===== src/rtl/request_arbiter_if.sv =====
// request_arbiter_if: bundle of request-side and memory-side signals for request_arbiter.
//
// Signals (arbiter view):
//   io_enable      in   permits new grants
//   io_in_wr       in   per-port write request
//   io_in_addr     in   per-port address, port i at slice i
//   io_in_mask     in   per-port byte mask, port i at slice i
//   io_in_din      in   per-port write data, port i at slice i
//   io_in_wait_n   out  per-port accept
//   io_out_wr      out  memory write request
//   io_out_addr    out  memory address
//   io_out_mask    out  memory byte mask
//   io_out_din     out  memory write data
//   io_out_wait_n  in   memory accept
//   io_grant       out  one-hot current grant
//
// modport master: the arbiter.  modport slave: request queues plus memory controller.
interface request_arbiter_if #(
    parameter int unsigned NUM_PORTS  = 3,
    parameter int unsigned ADDR_WIDTH = 32
);
    logic                            io_enable;
    logic [NUM_PORTS-1:0]            io_in_wr;
    logic [NUM_PORTS*ADDR_WIDTH-1:0] io_in_addr;
    logic [NUM_PORTS*8-1:0]          io_in_mask;
    logic [NUM_PORTS*64-1:0]         io_in_din;
    logic [NUM_PORTS-1:0]            io_in_wait_n;
    logic                            io_out_wr;
    logic [ADDR_WIDTH-1:0]           io_out_addr;
    logic [7:0]                      io_out_mask;
    logic [63:0]                     io_out_din;
    logic                            io_out_wait_n;
    logic [NUM_PORTS-1:0]            io_grant;

    modport master (
        input  io_enable,
        input  io_in_wr,
        input  io_in_addr,
        input  io_in_mask,
        input  io_in_din,
        output io_in_wait_n,
        output io_out_wr,
        output io_out_addr,
        output io_out_mask,
        output io_out_din,
        input  io_out_wait_n,
        output io_grant
    );

    modport slave (
        output io_enable,
        output io_in_wr,
        output io_in_addr,
        output io_in_mask,
        output io_in_din,
        input  io_in_wait_n,
        input  io_out_wr,
        input  io_out_addr,
        input  io_out_mask,
        input  io_out_din,
        output io_out_wait_n,
        input  io_grant
    );
endinterface


===== src/rtl/request_arbiter.sv =====
// request_arbiter: grants one of NUM_PORTS masked-write request queues access to a shared
// memory write port, in bursts of up to BURST_LEN accepted transfers, round-robin between
// requesters. Grant/burst state is registered; the granted port's data path is combinational.
//
// Ports:
//   clock    in  rising-edge clock
//   reset_n  in  synchronous active-low reset
//   bus      request_arbiter_if.master (request ports, memory port, grant)
//
// Build option:
//   REQUEST_ARBITER_FIXED_PRIORITY_EN  defined: lowest requesting index wins each arbitration
//                                      undefined (default): round-robin after last grant
module request_arbiter #(
    parameter int unsigned NUM_PORTS  = 3,
    parameter int unsigned BURST_LEN  = 8,
    parameter int unsigned ADDR_WIDTH = 32
) (
    input logic               clock,
    input logic               reset_n,
    request_arbiter_if.master bus
);
    localparam int unsigned GW = (NUM_PORTS > 1) ? $clog2(NUM_PORTS) : 1;
    localparam int unsigned CW = (BURST_LEN > 1) ? $clog2(BURST_LEN) : 1;
    localparam logic [CW-1:0] CntLast = CW'(BURST_LEN - 1);
    localparam logic [NUM_PORTS-1:0] OneHot0 = {{(NUM_PORTS-1){1'b0}}, 1'b1};

    typedef enum logic [0:0] {StIdle, StBusy} state_e;

    state_e               state_q;
    logic [GW-1:0]        g_q;
    logic [GW-1:0]        ptr_q;
    logic [CW-1:0]        cnt_q;
    logic [NUM_PORTS-1:0] grant_q;

    logic                 sel_found;
    logic [GW-1:0]        sel_idx;
    int unsigned          g_int;

    assign g_int = 32'(g_q);

    // Arbitration choice among current requesters; only consumed in IDLE.
    always_comb begin
        sel_found = 1'b0;
        sel_idx   = '0;
`ifdef REQUEST_ARBITER_FIXED_PRIORITY_EN
        // Scan from the top so the lowest requesting index is the last one written.
        for (int i = int'(NUM_PORTS) - 1; i >= 0; i--) begin
            if (bus.io_in_wr[i]) begin
                sel_found = 1'b1;
                sel_idx   = GW'(i);
            end
        end
`else
        // Scan ptr+NUM_PORTS down to ptr+1 so ptr+1 (nearest after last grant) wins.
        for (int k = int'(NUM_PORTS); k >= 1; k--) begin
            int idx;
            idx = (int'(ptr_q) + k) % int'(NUM_PORTS);
            if (bus.io_in_wr[idx]) begin
                sel_found = 1'b1;
                sel_idx   = GW'(idx);
            end
        end
`endif
    end

    // Steering: port g drives the memory port; memory accept goes back to port g only.
    always_comb begin
        bus.io_out_wr    = 1'b0;
        bus.io_out_addr  = '0;
        bus.io_out_mask  = '0;
        bus.io_out_din   = '0;
        bus.io_in_wait_n = '0;
        if (state_q == StBusy) begin
            bus.io_out_wr           = bus.io_in_wr[g_q];
            bus.io_out_addr         = bus.io_in_addr[g_int*ADDR_WIDTH +: ADDR_WIDTH];
            bus.io_out_mask         = bus.io_in_mask[g_int*8 +: 8];
            bus.io_out_din          = bus.io_in_din[g_int*64 +: 64];
            bus.io_in_wait_n[g_q]   = bus.io_out_wait_n;
        end
    end

    assign bus.io_grant = grant_q;

    always_ff @(posedge clock) begin
        if (!reset_n) begin
            state_q <= StIdle;
            g_q     <= '0;
            ptr_q   <= GW'(NUM_PORTS - 1);
            cnt_q   <= '0;
            grant_q <= '0;
        end else begin
            unique case (state_q)
                StIdle: begin
                    if (bus.io_enable && sel_found) begin
                        state_q <= StBusy;
                        g_q     <= sel_idx;
                        cnt_q   <= '0;
                        grant_q <= OneHot0 << sel_idx;
                    end
                end
                StBusy: begin
                    if (!bus.io_in_wr[g_q]) begin
                        // Source went quiet: give the port up rather than wait on it.
                        state_q <= StIdle;
                        ptr_q   <= g_q;
                        cnt_q   <= '0;
                        grant_q <= '0;
                    end else if (bus.io_out_wait_n) begin
                        if (cnt_q == CntLast) begin
                            state_q <= StIdle;
                            ptr_q   <= g_q;
                            cnt_q   <= '0;
                            grant_q <= '0;
                        end else begin
                            cnt_q <= cnt_q + 1'b1;
                        end
                    end
                end
                default: begin
                    state_q <= StIdle;
                    grant_q <= '0;
                end
            endcase
        end
    end
endmodule


===== src/flat_wrapper.sv =====
// flat-port wrapper written by rule: the top's interface ports become plain ports
module request_arbiter_flat 
#(
    parameter int unsigned NUM_PORTS  = 3,
    parameter int unsigned BURST_LEN  = 8,
    parameter int unsigned ADDR_WIDTH = 32
)
  (clock, reset_n, bus_io_enable, bus_io_in_wr, bus_io_in_addr, bus_io_in_mask, bus_io_in_din, bus_io_in_wait_n, bus_io_out_wr, bus_io_out_addr, bus_io_out_mask, bus_io_out_din, bus_io_out_wait_n, bus_io_grant);
  request_arbiter_if #(.NUM_PORTS(NUM_PORTS), .ADDR_WIDTH(ADDR_WIDTH)) bus_i ();
  input logic clock;
  input logic reset_n;
  input wire logic [$bits(bus_i.io_enable)-1:0] bus_io_enable;
  input wire logic [$bits(bus_i.io_in_wr)-1:0] bus_io_in_wr;
  input wire logic [$bits(bus_i.io_in_addr)-1:0] bus_io_in_addr;
  input wire logic [$bits(bus_i.io_in_mask)-1:0] bus_io_in_mask;
  input wire logic [$bits(bus_i.io_in_din)-1:0] bus_io_in_din;
  output wire logic [$bits(bus_i.io_in_wait_n)-1:0] bus_io_in_wait_n;
  output wire logic [$bits(bus_i.io_out_wr)-1:0] bus_io_out_wr;
  output wire logic [$bits(bus_i.io_out_addr)-1:0] bus_io_out_addr;
  output wire logic [$bits(bus_i.io_out_mask)-1:0] bus_io_out_mask;
  output wire logic [$bits(bus_i.io_out_din)-1:0] bus_io_out_din;
  input wire logic [$bits(bus_i.io_out_wait_n)-1:0] bus_io_out_wait_n;
  output wire logic [$bits(bus_i.io_grant)-1:0] bus_io_grant;
  assign bus_i.io_enable = bus_io_enable;
  assign bus_i.io_in_wr = bus_io_in_wr;
  assign bus_i.io_in_addr = bus_io_in_addr;
  assign bus_i.io_in_mask = bus_io_in_mask;
  assign bus_i.io_in_din = bus_io_in_din;
  assign bus_io_in_wait_n = bus_i.io_in_wait_n;
  assign bus_io_out_wr = bus_i.io_out_wr;
  assign bus_io_out_addr = bus_i.io_out_addr;
  assign bus_io_out_mask = bus_i.io_out_mask;
  assign bus_io_out_din = bus_i.io_out_din;
  assign bus_i.io_out_wait_n = bus_io_out_wait_n;
  assign bus_io_grant = bus_i.io_grant;
  request_arbiter #(.NUM_PORTS(NUM_PORTS), .BURST_LEN(BURST_LEN), .ADDR_WIDTH(ADDR_WIDTH)) u_core (.clock(clock), .reset_n(reset_n), .bus(bus_i));
endmodule

===== config.mk =====
export PLATFORM = sky130hd
export DESIGN_NAME = request_arbiter_flat
export DESIGN_NICKNAME = d
export VERILOG_FILES = /design/src/rtl/request_arbiter_if.sv /design/src/rtl/request_arbiter.sv /design/src/flat_wrapper.sv
export SDC_FILE = /design/constraint.sdc
export NUM_CORES = 1
export LEC_CHECK = 0
export ABC_AREA = 0
export ABC_CLOCK_PERIOD_IN_PS = 4200
export BUFFER_PORTS_ARGS = -buffer_cell sky130_fd_sc_hd__buf_2
export CELL_PAD_IN_SITES_DETAIL_PLACEMENT = 0
export CELL_PAD_IN_SITES_GLOBAL_PLACEMENT = 1
export CORE_AREA = 2 2 167 169
export DETAILED_ROUTE_END_ITERATION = 12
export DIE_AREA = 0 0 169 171
export GPL_TIMING_DRIVEN = 0
export PLACE_DENSITY_LB_ADDON = 0.1
export SLEW_MARGIN = 20
export SYNTH_ARGS = -nofsm -noshare
export SYNTH_HDL_FRONTEND = slang
export SYNTH_SLANG_ARGS = --single-unit

===== constraint.sdc =====
create_clock -name clock -period 4.2 [get_ports clock]
set_clock_uncertainty 0.05 [all_clocks]
set_input_delay 0.21 -clock clock [delete_from_list [all_inputs] [get_ports clock]]
set_output_delay 0.21 -clock clock [all_outputs]
set_load 0.05 [all_outputs]

==> results of run 1 <==
[sequential cells by signal, summed over array words and instances (netlist names)]
register,cells
u_core.bus.io_grant,3
u_core.ptr_q,2
u_core.cnt_q,3
u_core.g_q,2
u_core.state_q,1
[path summary, 6_finish.rpt]
kind	from	to	slack (ps)
setup / recovery	u_core.g_q[1]$_SDFFE_PN0P_	bus_io_out_din[51]	1320
hold / removal	bus_io_out_wait_n	u_core.cnt_q[1]$_SDFFE_PN0P_	240
setup reg to reg	u_core.ptr_q[0]$_SDFFE_PN0P_	u_core.g_q[0]$_SDFFE_PN0P_	1990
hold reg to reg	u_core.cnt_q[1]$_SDFFE_PN0P_	u_core.cnt_q[1]$_SDFFE_PN0P_	410
[layer usage]
layer | wire length (um) | GRT usage, % | vias up
met5 | 13 | 0 | -
met4 | 130 | 1.598 | 2
met3 | 1495 | 2.799 | 12
met2 | 11350 | 25.98 | 219
met1 | 9107 | 16.87 | 2390
li1 | - | - | 2757
[worst max-delay path: stages (launching register included)]
cell,delay (ps)
dfxtp_1,310
nor2b_1,120
clkbuf_1,460
clkbuf_1,480
buf_1,450
a21oi_1,170
nor2_1,110
buf_2,280
[power by group through the flow]
stage                     combinational [mW]  clock [mW]  sequential, mW
after floorplan                        0.525           0           0.122
after global placement                 0.839           0           0.117
after detailed placement               0.833           0           0.117
after CTS                              0.836       0.178           0.115
after global routing                   0.897       0.185           0.115
final                                  0.824       0.174           0.115
[Yosys cell counts, drive strengths merged (2+ instances only)]
library cell / count / area (um^2)
o2bb2ai: 2 / 23.77
a21oi: 109 / 545.5
nand3: 4 / 20.02
inv: 5 / 18.77
a211oi: 2 / 15.01
mux2i: 108 / 1081
nor2: 212 / 795.8
o22ai: 3 / 18.77
a21boi: 2 / 22.52
nor3: 3 / 15.01
nor3b: 2 / 15.01
o21ai: 5 / 25.02
clkbuf: 25 / 93.84
nor2b: 6 / 37.54
buf: 24 / 113.9
ha: 6 / 75.07
nand2: 13 / 53.80
dfxtp: 11 / 220.2
nand2b: 3 / 18.77
[final cells by class]
class | count | area share [%]
multi-input combinational | 491 | 47.97
timing repair buffer | 428 | 35.85
tap | 346 | 7.245
sequential | 11 | 3.685
buffer | 49 | 3.476
clock buffer | 4 | 1.319
inverter | 6 | 0.3769
antenna | 2 | 0.08375
[kinds of logic after synthesis]
family,synth area share (%)
multiplexers,32.59
AO/OA/AOI/OAI,21.27
buffers and inverters,6.941
AND/OR/NAND/NOR,30.29
adder cells (fa/ha/maj),2.263
flip-flops,6.639
==> flow_summary.yaml, run 1 <==
sta:
  tns_ps: 0
  fin_crit_sh_pct: 68.68
  worst_pin_slew_ps: 689.8
  fin_ws_ps: 1315
  fmax_mhz: 346.7
  hold_viol_final: 0
  finalSetupViolCount: 0
  fin_crit_ps: 2885
  slew_viol_final: 0
  max_slew_margin_pct: 54.01
  timing.hold.ws_ps: 242.9
  rsz0062_at_grt: "false"
placement:
  dpl-instance-area_mm2: 0.005892
  placed_cells: 1331
  place_congestion: 0.7490
  place.port_buffers: 428
  hpwl_um: 18690
  dp_slack_ps: 1421
synth:
  postSynthNetCount: 882
  synth_edf_count: 0
  async_flop_share_pct: 0
  postSynthCellCount: 557
  avgSynthCellArea_um2: 5.955
  synth_area_mm2: 0.003317
  netlist-cell-type-count: 36
  ys_seq_elements: 11
  synth_ff_type: "dfxtp_1"
  synth_warnings: 0
  synth_seq_area_share_pct: 6.639
flow_run:
  drv_cap: 0
hold_path:
  hold_path.class: "input pin to flop"
  min_delay_path_depth: 3
power:
  p_per_area_mw_per_mm2: 186.2
  pwr-share-seq_pct: 10.3
  swShare_pct: 53.13
  power.switching_uw: 591.1
  ir_worst_vdd_uv: 118.6
  p_int_uw: 521.6
  power_frac_comb_pct: 74.1
  leakage_nw: 3.115
  clkPwrFrac_pct: 15.6
  fin_total_pwr_mw: 1.113
worst_setup_path:
  critPathKind: "flop to output pin"
  path_max_fanout: 10
  reg2reg_depth: 8
  crit_arrival_ps: 2620
  endpoint_kind: "output pin"
  startpoint_type: "flop"
  worstPathRequired_ps: 3940
floorplanning:
  fp.dieH_um: 171
  core_area_mm2: 0.02732
  die_width_um: 169
  dieArea_mm2: 0.02890
  io_pins: 430
  start_util_pct: 12.14
  rows: 61
cells_and_area:
  multi_input_comb_area_mm2: 0.002867
  finalNonFillerCells: 1337
  fin_nets: 1315
  syn_to_final_growth_pct: 80.16
  finalCoreUtilization_pct: 21.87
  drive_gt1_share_pct: 46.11
  final_area_mm2: 0.005976
  mostFrequentLayoutCells: "buf_2, nor2_1, a21oi_1"
  fillCellCount: 3281
  mostFrequentLayoutCell: "buf_2"
  regArea_um2: 220.2
global_route:
  grt_overflow: 0
  grt_antenna_before_repair: 3
  grt_use_total_pct: 13.90
  grt_pass1_vias: 5189
  grt_pass1_wl_um: 31320
  grt_max_degree: 11
cts:
  cts_max_path_buffers: 2
  numCtsBuffers: 3
  cts_tree: "built"
  post-cts-setup-buffer-count: 0
  path_clk_slew_ps: 40
  cts_hold_buf: 0
  cts.sinks: 11
  clock_latency_ps: 240
  cts-resized-gates: 0
  cts.root.buffer_cell: "clkbuf_16"
  h-tree-depth: 1
routing:
  ant_nets: 0
  wl_per_cell_um: 16.53
  vias: 5380
  routed_wl_um: 22100
  routed_via_density: 4.024
  drc: 0
  drt-initial-drc-count: 165
  first_pass_iters: 4
run_status:
  status: "finished clean"
Note: power is estimated with default switching activity, not from simulation.
==> run 2, diff against run 1 <==
--- a/config.mk
+++ b/config.mk
@@ -5,14 +5,14 @@
 export SDC_FILE = /design/constraint.sdc
 export NUM_CORES = 1
 export LEC_CHECK = 0
-export ABC_AREA = 0
-export ABC_CLOCK_PERIOD_IN_PS = 4200
+export ABC_AREA = 1
+export ABC_CLOCK_PERIOD_IN_PS = 2740
 export BUFFER_PORTS_ARGS = -buffer_cell sky130_fd_sc_hd__buf_2
 export CELL_PAD_IN_SITES_DETAIL_PLACEMENT = 0
 export CELL_PAD_IN_SITES_GLOBAL_PLACEMENT = 1
-export CORE_AREA = 2 2 167 169
+export CORE_AREA = 2 2 168 170
 export DETAILED_ROUTE_END_ITERATION = 12
-export DIE_AREA = 0 0 169 171
+export DIE_AREA = 0 0 170 172
 export GPL_TIMING_DRIVEN = 0
 export PLACE_DENSITY_LB_ADDON = 0.1
 export SLEW_MARGIN = 20
==> constraint.sdc (replaced) <==
create_clock -name clock -period 2.74 [get_ports clock]
set_clock_uncertainty 0.05 [all_clocks]
set_input_delay 0.137 -clock clock [delete_from_list [all_inputs] [get_ports clock]]
set_output_delay 0.137 -clock clock [all_outputs]
set_load 0.05 [all_outputs]
==> flow_summary.yaml, run 2 <==
run_status:
  status: "finished clean"
synth:
  synth_most_common_cell: "nand2_1"
  synth_top_area_share_pct: 49.08
  synth_area_leaders: "nand2_1, nand3_1, inv_1"
  synth_area_mm2: 0.003403
  postSynthNetCount: 1110
  ys_seq_elements: 11
  postSynthCellCount: 785
  synth_seq_area_share_pct: 6.471
  synth_top_area_cell: "nand2_1"
  synth_edf_count: 0
  synth_warnings: 0
  synth_ff_type: "dfxtp_1"
  async_flop_share_pct: 0
  netlist_top_cells_count: "nand2_1, inv_1, nand3_1"
  avgSynthCellArea_um2: 4.335
  netlist-cell-type-count: 22
routing:
  routed_wl_um: 24380
  drc: 0
  vias: 6121
  ant_nets: 0
  wl_per_cell_um: 15.58
  first_pass_iters: 4
  drt-initial-drc-count: 208
  routed_via_density: 3.911
worst_setup_path:
  cpPeakStageDelay_ps: 470
  path_max_fanout: 10
  crit_chain: "inv_2 > nand2_1 > inv_2 > buf_2 > clkbuf_1 > nand2_1 > nand3_1 > nand2_1 > inv_1 > buf_2"
  crit_arrival_ps: 2330
  critPathKind: "flop to output pin"
  endpoint_kind: "output pin"
  cp_slowest_cell: "clkbuf_1"
  reg2reg_depth: 11
  crit_top_cell: "nand2_1"
  worstPathRequired_ps: 2550
  startpoint_type: "flop"
sta:
  tns_ps: 0
  hold_viol_final: 0
  fin_crit_sh_pct: 91.77
  finalSetupViolCount: 0
  rsz0062_at_grt: "true"
  fin_crit_ps: 2514
  fmax_mhz: 397.7
  fin_ws_ps: 225.5
  timing.hold.ws_ps: 115.5
  slew_viol_final: 0
  worst_pin_slew_ps: 866.9
  max_slew_margin_pct: 42.21
cells_and_area:
  mostFrequentLayoutCell: "nand2_1"
  finalNonFillerCells: 1565
  drive_gt1_share_pct: 37.55
  fin_nets: 1543
  mostFrequentLayoutCells: "nand2_1, buf_2, inv_1"
  syn_to_final_growth_pct: 78.46
  finalCoreUtilization_pct: 22.10
  fillCellCount: 3352
power:
  ir_worst_vdd_uv: 164.3
  leakage_nw: 4.317
  p_per_area_mw_per_mm2: 390.9
floorplanning:
  core_area_mm2: 0.02748
  dieArea_mm2: 0.02924
  start_util_pct: 12.39
  die_width_um: 170
  io_pins: 430
  fp.dieH_um: 172
  rows: 61
hold_path:
  hold_path.class: "input pin to flop"
  min_delay_path_depth: 2
placement:
  place_congestion: 0.7596
  hpwl_um: 20660
  dp_slack_ps: 166.1
  placed_cells: 1560
  place.port_buffers: 429
global_route:
  grt_antenna_before_repair: 3
  grt_max_degree: 11
  grt_use_total_pct: 15.31
  grt_pass1_vias: 5868
  grt_overflow: 0
  grt_pass1_wl_um: 34350
cts:
  cts.root.buffer_cell: "clkbuf_16"
  path_clk_slew_ps: 40
  numCtsBuffers: 3
  cts.sinks: 11
  h-tree-depth: 1
  clock_latency_ps: 240
  cts_max_path_buffers: 2
  cts_hold_buf: 0
  post-cts-setup-buffer-count: 0
  cts_tree: "built"
flow_run:
  drv_cap: 0
==> run 2: cell types whose count changed after synthesis, sizes merged, moves of 4 or more <==
cell | before | now
nor2 | 212 | 6
clkbuf | 25 | 21
nand2 | 13 | 446
mux2i | 108 | 0
inv | 5 | 123
nand3 | 4 | 119
a21oi | 109 | 10
nor2b | 6 | 0
==> run 2: path summary, 6_finish.rpt <==
path / startpoint / end / slack, ps
worst max-delay path: u_core.g_q[0]$_SDFFE_PN0P_ / bus_io_out_din[41] / 230
worst min-delay path: reset_n / u_core.ptr_q[1]$_SDFFE_PN1P_ / 120
worst max register to register: u_core.ptr_q[0]$_SDFFE_PN0P_ / u_core.g_q[0]$_SDFFE_PN0P_ / 770
worst min register to register: u_core.cnt_q[0]$_SDFFE_PN0P_ / u_core.cnt_q[0]$_SDFFE_PN0P_ / 410
==> run 2: through the flow <==
stage	power (mW)	instance area, um^2
after CTS	2.417	6067
after global placement	2.162	5983
final	2.374	6073
after floorplan	1.459	3403
after global routing	2.592	6071
after detailed placement	2.141	5983
==> run 2: metal layers <==
metal / vias to the layer above / GRT usage, % / part of all wire [%]
li1: 3214 / - / -
met2: 271 / 29.49 / 51
met4: 4 / 1.970 / 0.93
met1: 2614 / 17.37 / 39
met5: - / 0 / 0.098
met3: 18 / 3.845 / 8.8
==> run 2: timing repair <==
action                                  CTS  global route
endpoints found under the setup margin   10            28
gates cloned                              0             0
endpoints found under the hold margin     0             0
resized for setup                         3             5
==> run 2: final cells by class <==
cell class	count	area (um^2)	share of cell area, %
Sequential cell	11	220.2	3.626
Buffer	45	198.9	3.276
Tap cell	346	432.9	7.128
Antenna cell	2	5.005	0.08241
Inverter	123	461.7	7.602
Multi-Input combinational cell	605	2529	41.64
Clock buffer	4	78.83	1.298
Timing Repair Buffer	429	2147	35.35
==> run 2: critical path, delay by kind of cell (launching register included) <==
| family | cells | cell delay, ps |
|---|---|---|
| and+or+nand+nor | 4 | 330 |
| DFF | 1 | 370 |
| buffers and inverters | 6 | 1360 |
==> run 2: cell families (layout without fill, tap and decap cells) <==
kind of cell / count (synthesis) / count (layout) / share of synthesized area, %
AOI/OAI and AO/OA: 21 / 21 / 3.309
adders and majority gates: 6 / 6 / 2.206
buffers and inverters: 169 / 601 / 19.30
DFF: 11 / 11 / 6.471
other: 0 / 2 / 0
and+or+nand+nor: 578 / 578 / 68.71
==> run 2: power by group <==
part           internal, mW  total (mW)  leakage (nW)  switching, mW
Combinational         0.563        1.91          4.19           1.35
Sequential            0.177       0.195        0.0898         0.0178
Clock                 0.196       0.270        0.0382         0.0740
Total                 0.935        2.37          4.32           1.44
